## src/rtl/ram.sv

```systemverilog
// Single-port word-addressed RAM: writes on the rising clock edge, reads combinationally.
// An asynchronous active-high reset clears every word to zero.
module ram #(
    parameter int BUS_WIDTH     = 8,
    parameter int ADDRESS_WIDTH = 2
) (
    input  logic [ADDRESS_WIDTH-1:0] ad,
    input  logic                     st,
    input  logic [BUS_WIDTH-1:0]     X,
    input  logic                     clk,
    output logic [BUS_WIDTH-1:0]     O,
    input  logic                     rst
);

    localparam int DEPTH = 1 << ADDRESS_WIDTH;

    logic [BUS_WIDTH-1:0] mem [DEPTH];

    // Reset wins over any coincident write, so a store on a reset edge is dropped.
    always_ff @(posedge clk or posedge rst) begin
        if (rst) begin
            for (int i = 0; i < DEPTH; i++) begin
                mem[i] <= '0;
            end
        end else if (st) begin
            mem[ad] <= X;
        end
    end

    // Read path has no register: a new address or a fresh write shows up at once.
    assign O = mem[ad];

endmodule

```

## config.mk

```make
export PLATFORM = sky130hd
export DESIGN_NAME = ram
export DESIGN_NICKNAME = d
export VERILOG_FILES = /design/src/rtl/ram.sv
export SDC_FILE = /design/constraint.sdc
export NUM_CORES = 1
export LEC_CHECK = 0
export CAP_MARGIN = 20
export CORE_MARGIN = 8
export CORE_UTILIZATION = 50
export CTS_CLUSTER_SIZE = 30
export DETAILED_ROUTE_END_ITERATION = 12
export HOLD_SLACK_MARGIN = 0.12
export PLACE_DENSITY_LB_ADDON = 0.05
export SLEW_MARGIN = 20
export SYNTH_ARGS = -nofsm -noshare
export SYNTH_HDL_FRONTEND = slang
export SYNTH_SLANG_ARGS = --single-unit
```

## constraint.sdc

```tcl
create_clock -name clk -period 1.5 [get_ports clk]
set_clock_uncertainty 0.05 [all_clocks]
set_input_delay 0.225 -clock clk [delete_from_list [all_inputs] [get_ports clk]]
set_output_delay 0.225 -clock clk [all_outputs]
set_load 0.02 [all_outputs]
```

Yosys cells after proc, flatten, opt, wreduce, memory -nomap -nowiden

Cells that the tools add are included.

Memories kept: 0
Output and inout port bits: 8
Memory bits (read-only): 0
Latch bits: 0
Flip-flop bits (word level): 32
Word-level logic and storage cells: 14
Memory bits (writable): 0
Bits of input ports: 13

Add/sub/neg operators: 0
Reduce and logical (&&, ||, !) cells: 1
Equality and inequality tests: 0
Shifts and indexed selects: 0
Div/mod/pow operators: 0
Multipliers: 0
Multiplexer cells: 6
Bitwise gates (word level): 1
$lt $le $gt $ge: 2

Operator list:

| operator                                                    | count |
|---|---|
| bitwise mux 32 bit                                          | 1 |
| two-way mux 8 bit                                           | 3 |
| binary-select mux 8 bit (select 2 bit)                      | 1 |
| demux 8 bit (select 2 bit)                                  | 1 |
| greater-or-equal comparator 3 bit (second input constant)   | 1 |
| less-than comparator 3 x 1 -> 1 bit (second input constant) | 1 |
| NOT 2 -> 3 bit                                              | 1 |
| logical AND 1 bit                                           | 1 |

Longest topological paths before layout

Gate-level depths: netlist of the first run.

Depth after elaboration: 6
Mapped depth: 3
Mapped depth without buffers: 2

Least setup slack after synthesis of the first run

No wires, ideal clock.

Path type: in2out
Start point: in ad[0]
End point: out O[4]
Data required time: 1.225 ns
Arrival: 1.033 ns
Setup slack: 0.192 ns
Path buffers: 1
Stages on the path: 2
Path through: buf_6 > mux4_1

Word-level cells in the longest chain between the ends: 4

Ends and longest elaborated chain:

| what                                                  | line | source |
|---|---|---|
| start, declared                                       | 7    | `input logic [ADDRESS_WIDTH-1:0] ad,` |
| NOT 2 -> 3 bit (implied by the code)                  | 31   | `assign O = mem[ad];` |
| binary-select mux 8 bit (select 2 bit)                | 31   |  |
| two-way mux 8 bit (implied by the code) (2 in series) | 31   |  |
| end, declared                                         | 11   | `output logic [BUS_WIDTH-1:0] O,` |

Every way passes these cells. The select of a mux whose other input is x is not followed.

Worst setup path in the final report of the first run

Start point: reg mem[13] in the netlist's numbering
End point: out O[5]

Word-level cells in the longest chain between the ends: 3

Ends and longest elaborated chain:

| what                                                  | line | source |
|---|---|---|
| start, declared                                       | 17   | `logic [BUS_WIDTH-1:0] mem [DEPTH];` |
| start signal, assigned by index                       | 23   | `mem[i] <= '0;` |
| start signal, assigned by index                       | 26   | `mem[ad] <= X;` |
| binary-select mux 8 bit (select 2 bit)                | 31   |  |
| two-way mux 8 bit (implied by the code) (2 in series) | 31   |  |

Every way passes these cells. The select of a mux whose other input is x is not followed.

==> qor.yml, run 1 <==
status: "finished, violations left"
failed_checks: "negative setup slack"
period_minus_slack_ns: 1.644
final.period_utilization: 1.096
synth_area_um2: 1426
first_pass_iters: 3
r2r-end: "mem[24]$_DFFE_PP0P_"
power.density_nw_per_um2: 1178
rr_worst_depth: 2
grt_max_degree: 33
seq_area_frac_synth: 0.5614
worstReg2RegStart: "mem[24]$_DFFE_PP0P_"
cts_root_buf: "clkbuf_4"
p_clk_frac: 0.232
worst_pin_slew_ns: 0.3966
postRouteAntennaNets: 0
cp-start-kind: "flop"
yosysWarnings: 0
arrival_ns: 1.37
cts.sinks: 32
dieArea_um2: 4818
p_seq_frac: 0.499
place_congestion: 0.6800
numCtsBuffers: 5
layout_setup_ws_ns: -0.1442
hpwlAfterDp_um: 1759
route.detailed.wl_per_inst_um: 18.45
critPathMaxFanout: 2
yosysTopAreaCell: "dfrtp_1"
grt.overflow.total: 0
dpl_cell_area_um2: 1717
fin_area_um2: 1877
start_util: 0.5217
synth_fp_nets: 92
drt-vias-per-instance: 5.601
finalHoldViolCount: 0
grt_pass1_wl_um: 4623
antenna_found_initial: 0
core.rowCount: 19
cts_buffer_depth: 2
final_nets: 129
fin_cells: 148
hold_class: "in2async"
track_usage: 0.1218
clkTransAtPathRegs_ns: 0.10
final_layout_size_suffix_gt1_frac: 0.6154
fmax_ghz: 0.6082
switching_share: 0.2633
intPower_w: 0.001629
num_io_pins: 21
place_ws_ns: -0.8357
cts.htree.levels: 2
syn2layout_area_growth_pct: 31.58
largest_register_ffs: 32
grt_pass1_vias: 946
route.vias.total: 829
reg_top3: "mem x32"
worstSetupEndpointType: "output pin"
rsz0062_at_grt: "true"
core_um2: 2734
top_register: "mem"
drtIter0Drc: 33
diodes: 0
pwr-share-comb: 0.269
yosysTopAreaCellShare: 0.5614
fin_hold_ws_ns: 0.2158
die-height_um: 69.41
drc: 0
ys_ff_latch: 32
cts_tree: "yes"
switchingPower_w: 0.0005820
slew_headroom: 0.7356
setup_viol_count_final: 8
portBuffers: 20
vdd_ir_drop_max_uv: 905.6
clk_latency_ns: 0.32
totalWireLength_um: 2730
die_w_um: 69.41
synth_cell_types: 10
netlist_instances: 79
cap_violations: 0
r2r_slack_ns: 0.58
worst-setup-path-type: "reg2out"
power_leakage_nw: 0.8181
worstPathRequired_ns: 1.22
synth_area_leaders: "dfrtp_1 56%, mux2_2 25%, mux4_2 7.9%"
place_inst: 134
layout_common_cells: "32 x mux2_2, 32 x dfrtp_1, 10 x clkdlybuf4s50_1"
syn_area_per_cell_um2: 18.06
final-max-slew-violation-count: 0
## through the flow
| stage | TNS (ns) | total power, W | utilization |
|---|---|---|---|
| global route | -1.323 | 0.002325 | 0.6865 |
| global placement | -12.97 | 0.001640 | 0.6279 |
| floorplan | 0 | 0.001438 | - |
| detailed placement | -13.20 | 0.001664 | 0.6279 |
| CTS | -1.070 | 0.002244 | 0.6833 |
| finish | -0.9102 | 0.002211 | 0.6865 |
## worst max-delay path by stage
| stage | startpoint | end | slack (ns) | cells after the start |
|---|---|---|---|---|
| 4_1_cts | mem[13]$_DFFE_PP0P_ | O[5] | -0.17 | 2 |
| 3_3_place_gp | ad[0] | O[5] | -0.81 | 4 |
| 6_report | mem[13]$_DFFE_PP0P_ | O[5] | -0.14 | 2 |
| 2_1_floorplan | ad[0] | O[4] | 0.19 | 2 |
| 5_1_grt | mem[5]$_DFFE_PP0P_ | O[5] | -0.20 | 2 |
| 3_5_place_dp | ad[0] | O[5] | -0.84 | 4 |
## layout make-up
class / instances / area [µm²]
multi-input cells: 44 / 600.6
inverters: 1 / 3.754
fillers: 196 / 857.1
flip-flops and latches: 32 / 800.8
clock buffers: 7 / 55.05
repair buffers: 32 / 370.4
well taps: 31 / 38.79
clock inverters: 1 / 7.507
## Yosys cell counts
| master | instances |
|---|---|
| buf_4 | 1 |
| buf_6 | 1 |
| dfrtp_1 | 32 |
| inv_1 | 1 |
| mux2_2 | 32 |
| mux4_1 | 3 |
| mux4_2 | 5 |
| nand3_2 | 1 |
| nand3b_2 | 2 |
| nor3b_4 | 1 |
## cell families (layout without fill, tap and decap cells)
family	Yosys count	after routing	share of synthesized area
muxes	40	40	0.3868
DFF	32	32	0.5614
and+or+nand+nor	4	4	0.03597
buffers and inverters	3	41	0.01579
## per-layer routing
layer  up-vias  global-route usage  part of all wire
li1        376                   -                 -
met1       428              0.1293              0.40
met2        20              0.2029              0.53
met3         5             0.05007             0.057
met4         0             0.06150             0.015
met5         -                   0                 0
## timing repair
item / CTS / global route
endpoints found under the setup margin: 8 / 10
hold buffers: 0 / 0
pin swaps: 0 / 0
cloned: 2 / 0
setup buffers: 4 / 0
gates resized for setup: 56 / 1
## power groups by stage
stage / logic [W] / clock network [W] / registers, W
3_5_place_dp: 0.000547 / 0 / 0.00112
6_report: 0.000594 / 0.000512 / 0.00110
2_1_floorplan: 0.000350 / 0 / 0.00109
4_1_cts: 0.000604 / 0.000538 / 0.00110
3_3_place_gp: 0.000533 / 0 / 0.00111
5_1_grt: 0.000636 / 0.000568 / 0.00112
## worst max-delay path, stage by stage, from the launching register on
cell and delay [ns]:
dfrtp_1 0.40, mux4_2 0.49, buf_6 0.15
Power figures use the tool's default switching activity.
==> inputs of run 2 (changes only) <==
- SLEW_MARGIN: 20 -> 5
- TNS_END_PERCENT: unset -> 1
==> qor.yml, run 2 (synthesis results as in run 1) <==
dieArea_um2: 4818  # unchanged
dpl_cell_area_um2: 1717  # unchanged
place_inst: 134  # unchanged
setup_viol_count_final: 8  # unchanged
final.period_utilization: 1.098  # was 1.096
clkTransAtPathRegs_ns: 0.10  # about the same
track_usage: 0.1244  # was 0.1218
syn2layout_area_growth_pct: 26.58  # was 31.58%
slew_headroom: 0.7301  # was 0.7356
cts_buffer_depth: 2  # unchanged
die-height_um: 69.41  # unchanged
num_io_pins: 21  # unchanged
fmax_ghz: 0.6074  # was 0.6082 GHz
cts_tree: "yes"  # unchanged
final-max-slew-violation-count: 0  # unchanged
cap_violations: 0  # unchanged
portBuffers: 20  # unchanged
worstSetupEndpointType: "output pin"  # unchanged
route.detailed.wl_per_inst_um: 18.72  # was 18.45 µm
final_nets: 126  # was 129
period_minus_slack_ns: 1.646  # was 1.644 ns
grt.overflow.total: 0  # unchanged
postRouteAntennaNets: 0  # unchanged
fin_area_um2: 1805  # was 1877 µm²
vdd_ir_drop_max_uv: 902.6  # was 905.6 µV
diodes: 0  # unchanged
totalWireLength_um: 2715  # was 2730 µm
cp-start-kind: "flop"  # unchanged
cts_root_buf: "clkbuf_4"  # unchanged
grt_max_degree: 33  # unchanged
fillers: 201  # was 196
numCtsBuffers: 5  # unchanged
largest_register_ffs: 32  # unchanged
power_leakage_nw: 0.7815  # was 0.8181 nW
status: "finished, violations left"  # unchanged
final_layout_size_suffix_gt1_frac: 0.5965  # was 0.6154
fin_cells: 145  # was 148
core_um2: 2734  # unchanged
rsz0062_at_grt: "true"  # unchanged
first_pass_iters: 3  # unchanged
grt_pass1_wl_um: 4609  # was 4623 µm
drc: 0  # unchanged
layout_common_cells: "32 x mux2_2, 32 x dfrtp_1, 11 x clkdlybuf4s50_1"  # was 32 x mux2_2, 32 x dfrtp_1, 10 x clkdlybuf4s50_1
layout_setup_ws_ns: -0.1463  # was -0.1442 ns
core.rowCount: 19  # unchanged
top_register: "mem"  # unchanged
cts.htree.levels: 2  # unchanged
worstPathRequired_ns: 1.22  # about the same
clk_latency_ns: 0.32  # about the same
drt-vias-per-instance: 5.538  # was 5.601
grt_pass1_vias: 895  # was 946
drtIter0Drc: 23  # was 33
failed_checks: "negative setup slack"  # unchanged
worst-setup-path-type: "reg2out"  # unchanged
arrival_ns: 1.37  # about the same
worst_pin_slew_ns: 0.4048  # was 0.3966 ns
hpwlAfterDp_um: 1759  # unchanged
hold_class: "in2async"  # unchanged
reg_top3: "mem x32"  # unchanged
power.density_nw_per_um2: 1194  # was 1178 nW/µm²
antenna_found_initial: 0  # unchanged
cts.sinks: 32  # unchanged
finalHoldViolCount: 0  # unchanged
place_congestion: 0.6800  # unchanged
die_w_um: 69.41  # unchanged
critPathMaxFanout: 2  # unchanged
route.vias.total: 803  # was 829
multi_input_area_um2: 595.6  # was 600.6 µm²
regArea_um2: 800.8  # unchanged
start_util: 0.5217  # unchanged
## run 2: critical path, stage by stage (launching register included)
cell	delay, ns
dfrtp_1	0.40
mux4_2	0.49
buf_6	0.15
## run 2: final timing paths
kind                                           from                  end  slack, ns  cells past startpoint
worst min-delay path                            rst   mem[6]$_DFFE_PP0P_       0.22                      3
max in group asynchronous                       rst  mem[17]$_DFFE_PP0P_       0.88                      3
worst max-delay path            mem[13]$_DFFE_PP0P_                 O[5]      -0.15                      2
min in group clk                mem[20]$_DFFE_PP0P_  mem[20]$_DFFE_PP0P_       0.46                      1
worst min register to register  mem[20]$_DFFE_PP0P_  mem[20]$_DFFE_PP0P_       0.46                      1
worst max register to register  mem[13]$_DFFE_PP0P_  mem[13]$_DFFE_PP0P_       0.68                      1
## run 2: timing repair
item                       CTS  global route
gates resized for setup     41             4
gates cloned                 1             0
setup buffers                2             0
setup endpoints to repair    8             8
hold buffers                 0             0
## run 2: layout make-up
class	count	share of cell area
inverter	1	0.002079
clock buffer	7	0.03049
tap	31	0.02148
clock inverter	1	0.004158
sequential	32	0.4435
timing repair buffer	29	0.1684
multi-input combinational	44	0.3299
## run 2: metal layers
| layer | part of all wire | wire length (µm) | vias to the layer above | track usage |
|---|---|---|---|---|
| met2 | 0.49 | 1338 | 16 | 0.1947 |
| met3 | 0.055 | 149 | 5 | 0.06724 |
| met1 | 0.44 | 1186 | 415 | 0.1385 |
| met4 | 0.015 | 40 | 0 | 0.04784 |
| li1 | - | - | 367 | - |
| met5 | 0 | 0 | - | 0 |
## run 2: metrics by stage
stage | worst slack, ns | setup TNS (ns) | hold WS, ns | utilization | total power, W
5_1_grt | -0.2200 | -1.606 | 0.2232 | 0.6604 | 0.002285
3_5_place_dp | -0.8357 | -13.20 | 0.4358 | 0.6279 | 0.001664
3_3_place_gp | -0.8071 | -12.97 | 0.4286 | 0.6279 | 0.001640
4_1_cts | -0.1690 | -1.165 | 0.2222 | 0.6558 | 0.002169
6_report | -0.1463 | -1.048 | 0.2155 | 0.6604 | 0.002156
2_1_floorplan | 0.1921 | 0 | 0.2912 | - | 0.001438
## run 2: report_power, final
| part | switching (W) | internal [W] |
|---|---|---|
| clock network | 0.000284 | 0.000229 |
| registers | 0.0000787 | 0.00102 |
| logic | 0.000210 | 0.000328 |
